<file path="config.mk">
export PLATFORM = sky130hd
export DESIGN_NAME = enigma_stream_adapter
export DESIGN_NICKNAME = d
export VERILOG_FILES = /design/src/rtl/enigma_stream_adapter.sv
export SDC_FILE = /design/constraint.sdc
export NUM_CORES = 1
export LEC_CHECK = 0
export CAP_MARGIN = 20
export CORE_MARGIN = 2
export CORE_UTILIZATION = 65
export DETAILED_ROUTE_END_ITERATION = 8
export DONT_BUFFER_PORTS = 1
export PLACE_DENSITY = 0.81
export SLEW_MARGIN = 20
export SYNTH_ARGS = -nofsm -noshare
export SYNTH_HDL_FRONTEND = slang
export SYNTH_SLANG_ARGS = --single-unit
</file>
<file path="constraint.sdc">
create_clock -name clk -period 4.7 [get_ports clk]
set_input_delay 0.705 -clock clk [delete_from_list [all_inputs] [get_ports clk]]
set_output_delay 0.705 -clock clk [all_outputs]
set_load 0.01 [all_outputs]
</file>
<file path="src/rtl/enigma_stream_adapter.sv">
// Host ASCII stream adapter for the enigma core: maps letters to 0..25, issues them one at a time,
// maps results back to ASCII and queues them (with bypassed non-letters) in an output FIFO.
module enigma_stream_adapter #(
   parameter int FIFO_DEPTH    = 4,
   parameter int TIMEOUT       = 255,
   parameter int CASE_PRESERVE = 1
) (
   input  logic                        clk,
   input  logic                        reset,
   input  logic                        in_valid,
   input  logic [7:0]                  in_data,
   output logic                        in_ready,
   output logic                        core_valid,
   output logic [7:0]                  core_din,
   input  logic                        core_done,
   input  logic [7:0]                  core_dout,
   output logic                        out_valid,
   output logic [7:0]                  out_data,
   input  logic                        out_ready,
   output logic                        busy,
   output logic                        err_timeout,
   output logic                        err_range,
   input  logic                        clr_err,
   output logic [$clog2(FIFO_DEPTH):0] fifo_count
);

   localparam int AW = $clog2(FIFO_DEPTH);
   localparam int CW = AW + 1;
   // Watchdog only needs to hold 0..TIMEOUT-1; the expiring cycle is detected, not stored.
   localparam int WW = (TIMEOUT > 1) ? $clog2(TIMEOUT) : 1;

   typedef enum logic [1:0] {IDLE, ISSUE, WAIT, PUSH} state_t;

   state_t          state, next_state;
   logic [7:0]      idx;
   logic            lower;
   logic [7:0]      result;
   logic [WW-1:0]   watchdog;
   logic [7:0]      base;
   logic            is_upper, is_lower, accept, wd_expire, push, pop;

   logic [7:0]      mem [FIFO_DEPTH];
   logic [AW-1:0]   wr_ptr, rd_ptr;

   always_comb begin
      is_upper   = (in_data >= 8'h41) && (in_data <= 8'h5A);
      is_lower   = (in_data >= 8'h61) && (in_data <= 8'h7A);
      in_ready   = (state == IDLE) && (fifo_count < CW'(FIFO_DEPTH)) && !reset;
      accept     = in_valid && in_ready;
      wd_expire  = (watchdog == WW'(TIMEOUT - 1));
      base       = (lower && (CASE_PRESERVE != 0)) ? 8'h61 : 8'h41;
      busy       = (state != IDLE);
      core_valid = (state == ISSUE);
      core_din   = (state == ISSUE) ? idx : '0;
      push       = (state == PUSH);
      out_valid  = (fifo_count != '0);
      out_data   = out_valid ? mem[rd_ptr] : '0;
      pop        = out_valid && out_ready;
   end

   always_ff @(posedge clk) begin
      if (reset) state <= IDLE;
      else       state <= next_state;
   end

   always_comb begin
      next_state = state;
      case (state)
         IDLE:    if (accept) next_state = (is_upper || is_lower) ? ISSUE : PUSH;
         ISSUE:   next_state = WAIT;
         WAIT:    if (core_done || wd_expire) next_state = PUSH;
         PUSH:    next_state = IDLE;
         default: next_state = IDLE;
      endcase
   end

   // Error sets are assigned after the clear so a coincident set wins.
   always_ff @(posedge clk) begin
      if (reset) begin
         idx         <= '0;
         lower       <= 1'b0;
         result      <= '0;
         watchdog    <= '0;
         err_timeout <= 1'b0;
         err_range   <= 1'b0;
      end else begin
         if (clr_err) begin
            err_timeout <= 1'b0;
            err_range   <= 1'b0;
         end
         case (state)
            IDLE: begin
               if (accept) begin
                  if (is_upper) begin
                     idx   <= in_data - 8'h41;
                     lower <= 1'b0;
                  end else if (is_lower) begin
                     idx   <= in_data - 8'h61;
                     lower <= 1'b1;
                  end else begin
                     result <= in_data;
                  end
               end
            end
            ISSUE: watchdog <= '0;
            WAIT: begin
               if (core_done) begin
                  if (core_dout <= 8'd25) begin
                     result <= core_dout + base;
                  end else begin
                     result    <= 8'h3F;
                     err_range <= 1'b1;
                  end
               end else if (wd_expire) begin
                  result      <= 8'h3F;
                  err_timeout <= 1'b1;
               end else begin
                  watchdog <= watchdog + 1'b1;
               end
            end
            default: ;
         endcase
      end
   end

   always_ff @(posedge clk) begin
      if (push) mem[wr_ptr] <= result;
   end

   always_ff @(posedge clk) begin
      if (reset) begin
         wr_ptr     <= '0;
         rd_ptr     <= '0;
         fifo_count <= '0;
      end else begin
         if (push) wr_ptr <= wr_ptr + 1'b1;
         if (pop)  rd_ptr <= rd_ptr + 1'b1;
         case ({push, pop})
            2'b10:   fifo_count <= fifo_count + 1'b1;
            2'b01:   fifo_count <= fifo_count - 1'b1;
            default: fifo_count <= fifo_count;
         endcase
      end
   end

endmodule

</file>
; ---- Yosys cells after proc, flatten, opt, wreduce, memory -nomap -nowiden
; Memories as Yosys holds them, arrays and structs flattened. A register that Yosys moved wholly into a read port is not among the register bits.
; Cells that the tools add are included.
[classes]
n_div = 0
n_shift = 0
reduce_logical = 20
eq_ne = 13
multipliers = 0
addsub = 8
muxes = 34
bitwise_logic = 0
n_lt_le_gt_ge = 6
[ops]
columns = cell, count
row1 = 8-bit 2-to-1 mux, 12
row2 = 8-bit one-hot mux with 2 select lines, 2
row3 = 8-bit by 7-bit greater-or-equal comparator with 1-bit output (second input constant), 2
row4 = 8-bit by 7-bit <= comparator with 1-bit output (second input constant), 2
row5 = 8-bit by 7-bit subtractor with 8-bit output (second input constant), 2
row6 = 1-bit 2-to-1 mux, 12
row7 = 2-bit inequality test (second input constant), 6
row8 = 2-bit 2-to-1 mux, 5
row9 = 2-bit nonzero test, 5
row10 = 8-bit by 1-bit adder with 8-bit output (second input constant), 1
row11 = 8-bit by 7-bit adder with 8-bit output, 1
row12 = 8-bit equality test (second input constant), 1
row13 = 8-bit by 5-bit <= comparator with 1-bit output (second input constant), 1
row14 = 2-bit one-hot mux with 4 select lines, 1
row15 = 2-bit equality test (second input constant), 3
row16 = 1-bit logical AND, 6
row17 = 6-bit 2-to-1 mux, 1
row18 = 3-bit one-hot mux with 2 select lines, 1
row19 = 3-bit AND reduction, 2
row20 = 5-bit AND reduction, 1
row21 = 2-bit by 1-bit adder with 2-bit output (second input constant), 2
row22 = 2-bit by 1-bit equality test with 1-bit output (second input constant), 2
row23 = 3-bit by 1-bit adder with 3-bit output (second input constant), 1
row24 = 3-bit < comparator (second input constant), 1
row25 = other kinds (7), 8
[totals]
word_cells = 92
latchBits = 0
rom_bits = 0
regBits = 36
memories = 1
mem_bits_rw = 32
[memory_table]
columns = name, depth, width, rd, rd_clocked_by_memory_dff, write_ports, line_no
row1 = mem, 4, 8, 1, 1, 1, 42  ; logic [7:0] mem [FIFO_DEPTH];

; ---- Longest topological paths before layout
; Gate-level depths: netlist (run 1).
[depth]
depth_word = 6
ltp_mapped = 9
mapped_depth_nobuf = 8

; ---- Worst setup path before layout (run 1)
; Ideal clock, no wire load.
[synth_path]
kind = input to register
from = input in_data[0]
to = register result[2]
path_stages = 8
arrival_ps = 2111
path_slack_ps = 2468
t_required_ps = 4579
setup_time_ps = 121
path_cell_list = inv_1 ha_1 and2b_2 o2111ai_1 o2111a_1 o32a_2 buf_6 mux2_4
[synth_between]
elab_chain_len = 4
elab_cells_between_ends = 9
cone_classes = 4 x order compare / 2 x eq/ne / 3 x reduce/logical
[synth_lines]
columns = item, line_no
row1 = "start, declared", 11  ; input logic [7:0] in_data,
row2 = 8-bit by 7-bit greater-or-equal comparator with 1-bit output (tied with other cells), 47  ; is_lower = (in_data >= 8'h61) && (in_data <= 8'h7A);
row3 = "1-bit logical AND, on equally long branches", "47, 46"
row4 = 2-bit inequality test (no line), -
row5 = 5-bit AND reduction (no line) *, -
row6 = "end signal, assigned", 101  ; result <= in_data;
row7 = "end signal, assigned", 109  ; result <= core_dout + base;
row8 = "end, declared", 37  ; logic [7:0] result;
; Mark *: on every way between the ends. The rest lies on a longest branch, timed or not.
; A chain may end at the register's enable or synchronous reset.

==> flow_results.org, run 1 <==
** Critical path
- Across all register-to-register paths, the minimum setup slack is about 2.3 ns.
- The worst setup path is launched from a flip-flop.
- The worst register-to-register path ends at fifo_count[2].
- Required time of the worst setup path :: 3.99 ns
- The critical path in this run is classified as flip-flop to output pin.
- The number of cells on the worst reg-to-reg path is 8.
- For the worst setup path, the data arrival time is 1.76 ns.
- Crit path capture type :: output pin
- Largest fanout on the critical path :: 8
- Critical register-to-register path startpoint :: fifo_count[2]

** Power
- Sequential share of power :: 0.486
- The share of total power dissipated in combinational logic is 0.259.
- Dividing total power by cell area gives a power density of about 420 mW/mm^2.
- Switching power summed over all nets :: 485 uW
- Summed over all cells, the static leakage comes to roughly 1.3 nW.
- Cell internal power was estimated by the tool at around 1.0 mW.
- Power after layout :: 1.52 mW
- Net Sw Frac :: 0.319
- Across the VDD grid, the largest voltage drop is 243 uV.
- Of the total power, the clock network draws 0.255.

** Yosys
- Cell type with the highest aggregate area in the netlist :: edfxtp_1
- In the synthesized netlist the async set-or-reset flop fraction comes to 0.
- The share of the synthesized area in compound gates (AO/OA/AOI/OAI) came to 0.103.
- For this run, the leading register cell type out of synthesis is dfxtp_1.
- Counting distinct cell types in the post-synthesis netlist gives 58.
- Top post-synthesis cells by area :: edfxtp_1, dfxtp_1, ha_1
- Parity-gate share of the synthesized area counting xor and xnor cells :: 0.0325
- Of the total synthesized cell area, the portion taken by full adders, half adders and majority gates is 0.0701.
- After synthesis, the share of cell area in mux cells is 0.0829.
- After technology mapping, the gate count stands at roughly 300.
- Among all cell types in the netlist, the one instantiated most often is dfxtp_1.
- Number of flops mapped to enable cells by yosys :: 32
- Number of warnings reported in the yosys synthesis log :: 0
- Register area share after synthesis :: 0.492
- Synth Register Bits :: 70
- Area share of the leading cell type in the synthesized netlist :: 0.275
- Largest family of logic cells by synthesized area :: simple AND/OR/NAND/NOR gates
- Post-synth net total :: 349
- The commonest cells after synthesis are dfxtp_1, nor2_1, edfxtp_1, and2_1, inv_1.
- Area share of and/or/nand/nor cells after synthesis :: 0.172
- A synthesized cell averages 11.4 sq um.
- Combined area of all synthesized cells :: 0.00350 sq mm

** Floorplanning
- The die is 77.4 um tall.
- For this configuration, the core starts out at a cell density of 0.681.
- The floorplan step defined a die boundary enclosing 0.00599 sq mm.
- Number of rows created at floorplan :: 26
- Core Footprint :: slightly above 0.005 sq mm
- Pin placement for this block handled 47 I/O pins.
- Die width :: 77.4 um

** Clock network
- The H-tree was split into 3 levels.
- Number of buffers inserted by post-CTS setup repair :: 0
- The longest clock path from root to sink contains 2 buffers.
- Total clock buffers created by CTS :: 9
- CTS Hold Bufs :: 0
- Later-pin clock latency in the skew report :: about 0.34 ns
- TritonCTS built the clock tree.
- Gates resized during post-CTS repair numbered 0.
- Clock-pin slew was measured on the worst setup and hold paths at approximately 0.07 ns.
- Counting every sink on the clock net gives 70.
- The cell sitting at the root of the clock tree is a clkbuf_8.

** Layout
- Antenna cell count :: 0
- Once layout is complete, the cells apart from fillers number between 300 and 400.
- At the end of the flow, the number of nets in the layout was 348.
- Of the cells placed in the final design, the portion with a size suffix greater than 1 is 0.106.
- Relative to the synthesized area, the layout overhead comes to 4.18%.

** Global routing
- The global routing stage identified its most utilized layer as met2.
- GR Layer Usage met3 :: 0.0547
- The total overflow left after global routing is 0.
- Via count of the first global-routing pass :: 2214
- The first global-routing pass estimated ~10000 um of wire.
- The initial antenna violation count is 0.
- Across every metal layer, demand over resource in global routing totals 0.213.
- For met1 alone, demand over resource in global routing was 0.241.
- Entering global routing, the biggest net connects 42 pins.
- In the global route stage, met2 resource usage came out at 0.373.

** Timing
- Sum of negative setup slack :: 0 ns
- Setup repair after global routing left no endpoint under its margin.
- Pin slew with the least headroom to its limit :: between 0.5 and 0.6 ns
- For the final database, setup skew stands at 0.00509 ns.
- Setup violations remaining at the end of the flow were counted as 0.
- Derived from the worst setup path, the maximum achievable clock frequency is 405 MHz.
- The number of endpoints with negative hold slack in the final report is 0.
- Clock period minus worst slack :: 2.47 ns
- Headroom to the max-slew limit :: 0.654
- The final max-slew violation count is 0.
- Period utilisation layout :: 0.525

** Placed design
- IO Port Bufs :: 0
- After detailed placement, the design holds a cell count of 366.
- At the end of routability-driven placement, the weighted congestion stood at 0.907.
- Half-perimeter wire length after detailed placement :: between 4000 and 5000 um

** Drt
- Average routed wire per standard cell :: 15.5 um
- Number of vias after detailed routing :: 2247
- First-pass detailed-route iteration total :: 4
- After detailed routing, the number of remaining DRC violations is 0.
- DR iter-0 viols :: 75
- Number of routed nets with antenna violations :: 0
- After detailed routing, the number of vias per cell comes to slightly below 6.
- The final layout contains routed wiring with a total length of 5940 um.

** Hold path
- The worst hold path belongs to the class input port to flip-flop.
- Worst Hold End :: err_range
- The startpoint identified for the worst hold timing path is reset.
- Along the worst hold path, the cell count comes to 1.

** Run status
- Result of the run :: completed

** Flow run
- Across the run, the number of max-cap violations was 0.
[critical path: stages, from the launching register on]
cell	delay, ns
dfxtp_1	0.65
mux4_2	0.58
and2_1	0.20
[flip-flops by register name (all words and copies together), names as in the netlist, named ones only]
name / flops
result: 8
idx: 8
wr_ptr: 2
state: 2
err_range: 1
fifo_count: 3
lower: 1
rd_ptr: 2
watchdog: 8
mem: 32
err_timeout: 1
[worst max-delay path by stage]
| stage | end |
|---|---|
| floorplan | result[2] |
| global placement | fifo_count[2] |
| detailed placement | fifo_count[2] |
| CTS | out_data[5] |
| global route | out_data[5] |
| finish | out_data[5] |
[kinds of logic after synthesis]
logic type                 count (synthesis)
xor gates and xnor gates                  13
adders and majority gates                 19
and+or+nand+nor                          110
DFF                                       70
AOI/OAI and AO/OA                         47
muxes                                     18
buffers and inverters                     31
[area by class of cell]
cell class              count  area, sq um
flip-flops and latches     70         1720
clock inverters             6         28.8
multi-input cells         207         1610
fillers                   398         1490
well taps                  70         87.6
clock buffers              10          128
inverters                  19         71.3
[through the flow]
step	utilization	hold WS [ns]	setup WS (ns)	area, sq um
floorplan	-	0.432	2.47	3500
global placement	0.679	0.447	2.35	3490
detailed placement	0.679	0.466	2.28	3490
CTS	0.709	0.418	2.17	3650
global route	0.709	0.421	2.12	3650
finish	0.709	0.435	2.23	3650
[cells in the final DEF, fill, tap and decap left out, drive strengths merged, types with 2 or more instances in the layout]
master  Yosys  layout
clkbuf      5      10
nand3       4       4
a21o        2       2
nor3        6       6
o2111a      2       2
ha         18      18
edfxtp     32      32
nand2      13      13
and2       22      22
dfxtp      38      38
mux4        8       8
a21oi       6       6
xor2        8       8
o21ai       6       6
or4         3       3
nand4       2       2
a211o       4       4
mux2i       8       8
a31o        2       2
o21ba       2       2
or3         5       5
xnor2       5       5
nor2b       2       2
o32a        2       2
and2b       3       3
nand2b      8       8
inv        19      19
nor2       37      37
mux2        2       2
o211ai      5       5
a211oi      7       7
clkinv      0       5
[power by group through the flow]
stage / clock (mW) / sequential [mW] / combinational, mW
after detailed placement: 0 / 0.754 / 0.392
after global placement: 0 / 0.751 / 0.386
final: 0.387 / 0.738 / 0.393
after global routing: 0.420 / 0.747 / 0.444
after floorplan: 0 / 0.733 / 0.356
after CTS: 0.399 / 0.740 / 0.397
[routing by layer]
layer	vias to the layer above	routed length [um]	share of wire
met5	-	0	0
met4	0	121	0.020
met3	13	299	0.050
met2	49	3010	0.51
met1	1077	2500	0.42
li1	1108	-	-
Power figures use the tool's default switching activity.
==> run 2: changes to the inputs <==
--- a/config.mk
+++ b/config.mk
@@ -7,10 +7,10 @@
 export LEC_CHECK = 0
 export CAP_MARGIN = 20
 export CORE_MARGIN = 2
-export CORE_UTILIZATION = 65
+export CORE_UTILIZATION = 63
 export DETAILED_ROUTE_END_ITERATION = 8
 export DONT_BUFFER_PORTS = 1
-export PLACE_DENSITY = 0.81
+export PLACE_DENSITY = 0.79
 export SLEW_MARGIN = 20
 export SYNTH_ARGS = -nofsm -noshare
 export SYNTH_HDL_FRONTEND = slang
==> constraint.sdc (replaced) <==
create_clock -name clk -period 2.45 [get_ports clk]
set_input_delay 0.3675 -clock clk [delete_from_list [all_inputs] [get_ports clk]]
set_output_delay 0.3675 -clock clk [all_outputs]
set_load 0.01 [all_outputs]
==> run 2 against run 1 <==
Worst hold slack got worse by 0.34 ns. Sequential power rose by 92%. Non-clock buffer count rose by 2. Clock power rose by 130%. Clock-buffer cell count fell by 1. Wire length rose by 4.8%. Total power rose by 100%. Combinational power rose by 93%. Sequential share of layout area fell by 0.64 points. Die area rose by 3.0%. Critical endpoint unchanged. Highest routed layer unchanged.
==> flow_results.org, run 2 (synthesis gave the netlist of run 1 again) <==
** Layout
- Antenna cell count :: 0 (unchanged)
- In the layout the commonest cells are dfxtp_1, nor2_1, edfxtp_1.
- The flip-flop count of the largest register, all copies and words added was 32 (unchanged).
- Leading cell type in the layout, fill and taps excluded :: dfxtp_1
- Number of cells in the finished layout apart from fillers :: 386 (+1.0%)
- Most flops, register :: mem
- Nets :: 350 (+0.57%)
- The fraction of final layout cells sized beyond drive strength 1 is 0.121 (+0.0152).
- The final core utilization is 0.680 (-0.0298).
- From synthesis to final layout, the design area changed by 5.61%.
- Finished Cell Area :: 0.00370 sq mm (+1.4%)

** Clock network
- Later-pin clock latency in the skew report :: 0.34 ns (about the same)
- The maximum number of buffers from clock root to sink is 2 (unchanged).
- The count of instances resized after the clock tree is built came to 0 (unchanged).
- Number of buffers inserted by post-CTS setup repair :: 0 (unchanged)
- Clock sinks :: 70 (unchanged)
- The clock transition at the registers of the reported paths was 0.07 ns (about the same).
- TritonCTS built the clock tree.
- CTS Hold Bufs :: 0 (unchanged)
- The number of buffers created by CTS came to 9 (unchanged).
- The number of levels the H-tree was split into came to 3 (unchanged).
- CTS placed an instance of clkbuf_8 at the clock tree root.

** Global routing
- Initial antenna violation count :: 0 (unchanged)
- Pin count of the biggest net entering global routing :: 42 (unchanged)
- Via count of the first global-routing pass :: 2208 (-0.27%)
- The first-pass GRT wire length came to 10500 um (+5.5%).
- GR Util All Layers :: 0.226 (+0.0124)
- The total grt overflow came to 0 (unchanged).

** Power
- Leakage :: 1.38 nW (+2.1%)
- Power after layout :: 3.07 mW (+100%)
- Power density over the cells :: 830 mW/mm^2 (+99%)
- The maximum vdd ir drop is 527 uV (+120%).

** Timing
- Pin slew with the least headroom to its limit :: 0.534 ns (+0.0159 ns)
- Unrepaired setup endpoints after global routing :: no
- The slack of the critical path came to 0.306 ns (-1.93 ns).
- Dividing the final minimum period by the clock period gives 0.875.
- Final count of hold timing violations :: 0 (unchanged)
- The clock period could shrink to 2.14 ns.
- Based on the critical path, the design can be clocked at up to roughly 470 MHz.
- The worst slew margin relative to its limit came to 0.643 (-0.0106).
- The count of final setup violators came to 0 (unchanged).
- Final-layout worst hold slack :: 0.0917 ns (-0.343 ns)
- Sum of negative setup slack :: 0 ns (unchanged)
- The final clock skew is 0.00770 ns (+0.00261 ns).
- Number of pins with negative max-slew slack in the final report :: 0 (unchanged)

** Critical path
- The worst path required time is 2.08 ns (-1.91 ns).
- R2R setup slack :: 0.38 ns (-1.92 ns)
- Crit path capture type :: output pin
- STA classifies the critical path startpoint as a flip-flop.
- Critical register-to-register path startpoint :: fifo_count[0]
- Worst R2R End :: fifo_count[2]
- Start-to-end type of the worst setup path :: flip-flop to output pin
- The arrival time of data at the critical path endpoint was 1.78 ns (+0.02 ns).
- Worst Reg-to-Reg Cells :: 8 (unchanged)
- The biggest fanout along the worst timing path came to 8 (unchanged).

** Drt
- The residual antenna-violating net count after detailed routing came to 0 (unchanged).
- The residual DRC count is 0 (unchanged).
- The total wirelength of the detailed-routed design is 6220 um (+4.8%).
- The number of violations reported at the end of detailed-routing iteration 0 is 112 (+49%).
- The iteration count of the initial detailed-routing pass was 4 (unchanged).
- Average routed wire per standard cell :: 16.1 um (+3.7%)
- Number of vias after detailed routing :: 2227 (-0.89%)
- The number of vias per cell after detailed routing is 5.77 (-1.9%).

** Hold path
- Worst Hold End :: watchdog[1]
- Number of cells on the worst hold path :: 1 (unchanged)
- In this run the most critical hold path is launched from reset.
- Path type of the worst min-delay path :: input port to flip-flop

** Flow run
- Max capacitance violation total :: 0 (unchanged)

** Placed design
- IO Port Bufs :: 0 (unchanged)
- The cell count after placement is 370 (+1.1%).
- The placement-stage cell area came to 0.00351 sq mm (+0.50%).
- Final weighted congestion of routability-driven global placement :: 0.873 (-3.7%)
- The worst slack at placement is 0.387 ns (-1.89 ns).
- The post-DP HPWL was 4460 um (+3.0%).

** Floorplanning
- The height of the chip came to 78.5 um (+1.5%).
- The floorplan die area came to 0.00617 sq mm (+3.0%).
- Core Footprint :: 0.00544 sq mm (+5.8%)
- The effective utilization at floorplan was 0.643 (-0.0374).
- I/O pin count :: 47 (unchanged)
- The site row count was 27 (+3.8%).
- The die boundary width came to 78.5 um (+1.5%).

** Run status
- Result of the run :: completed
==> run 2: worst max path at each step <==
| stage | cells past startpoint | end | start |
|---|---|---|---|
| 3_3_place_gp | 7 | idx[7] | state[1] |
| 6_report | 2 | out_data[5] | flip-flop |
| 3_5_place_dp | 8 | fifo_count[2] | fifo_count[0] |
| 2_1_floorplan | 9 | fifo_count[2] | fifo_count[0] |
| 5_1_grt | 7 | idx[1] | state[0] |
| 4_1_cts | 2 | out_data[5] | flip-flop |
==> run 2: worst max-delay path, cell delays in order, from the launching register on <==
cell	delay, ns
dfxtp_1	0.66
mux4_2	0.58
and2_1	0.20
==> run 2: power breakdown <==
part / leakage [nW] / switching (mW) / internal (mW)
logic: 0.676 / 0.449 / 0.311
registers: 0.603 / 0.0947 / 1.33
clock network: 0.0964 / 0.423 / 0.462
==> run 2: area by class of cell <==
cell class	instances	area, sq um
repair buffers	2	15.0
multi-input cells	207	1610
flip-flops and latches	70	1720
well taps	72	90.1
inverters	19	71.3
fillers	407	1740
clock buffers	9	124
clock inverters	7	65.1
==> run 2: metal layers <==
| layer | global-route usage | part of all wire | vias to the layer above |
|---|---|---|---|
| met2 | 0.369 | 0.50 | 66 |
| met3 | 0.0621 | 0.069 | 13 |
| met5 | 0 | 0 | - |
| met4 | 0.121 | 0.019 | 0 |
| li1 | - | - | 1103 |
| met1 | 0.271 | 0.42 | 1045 |
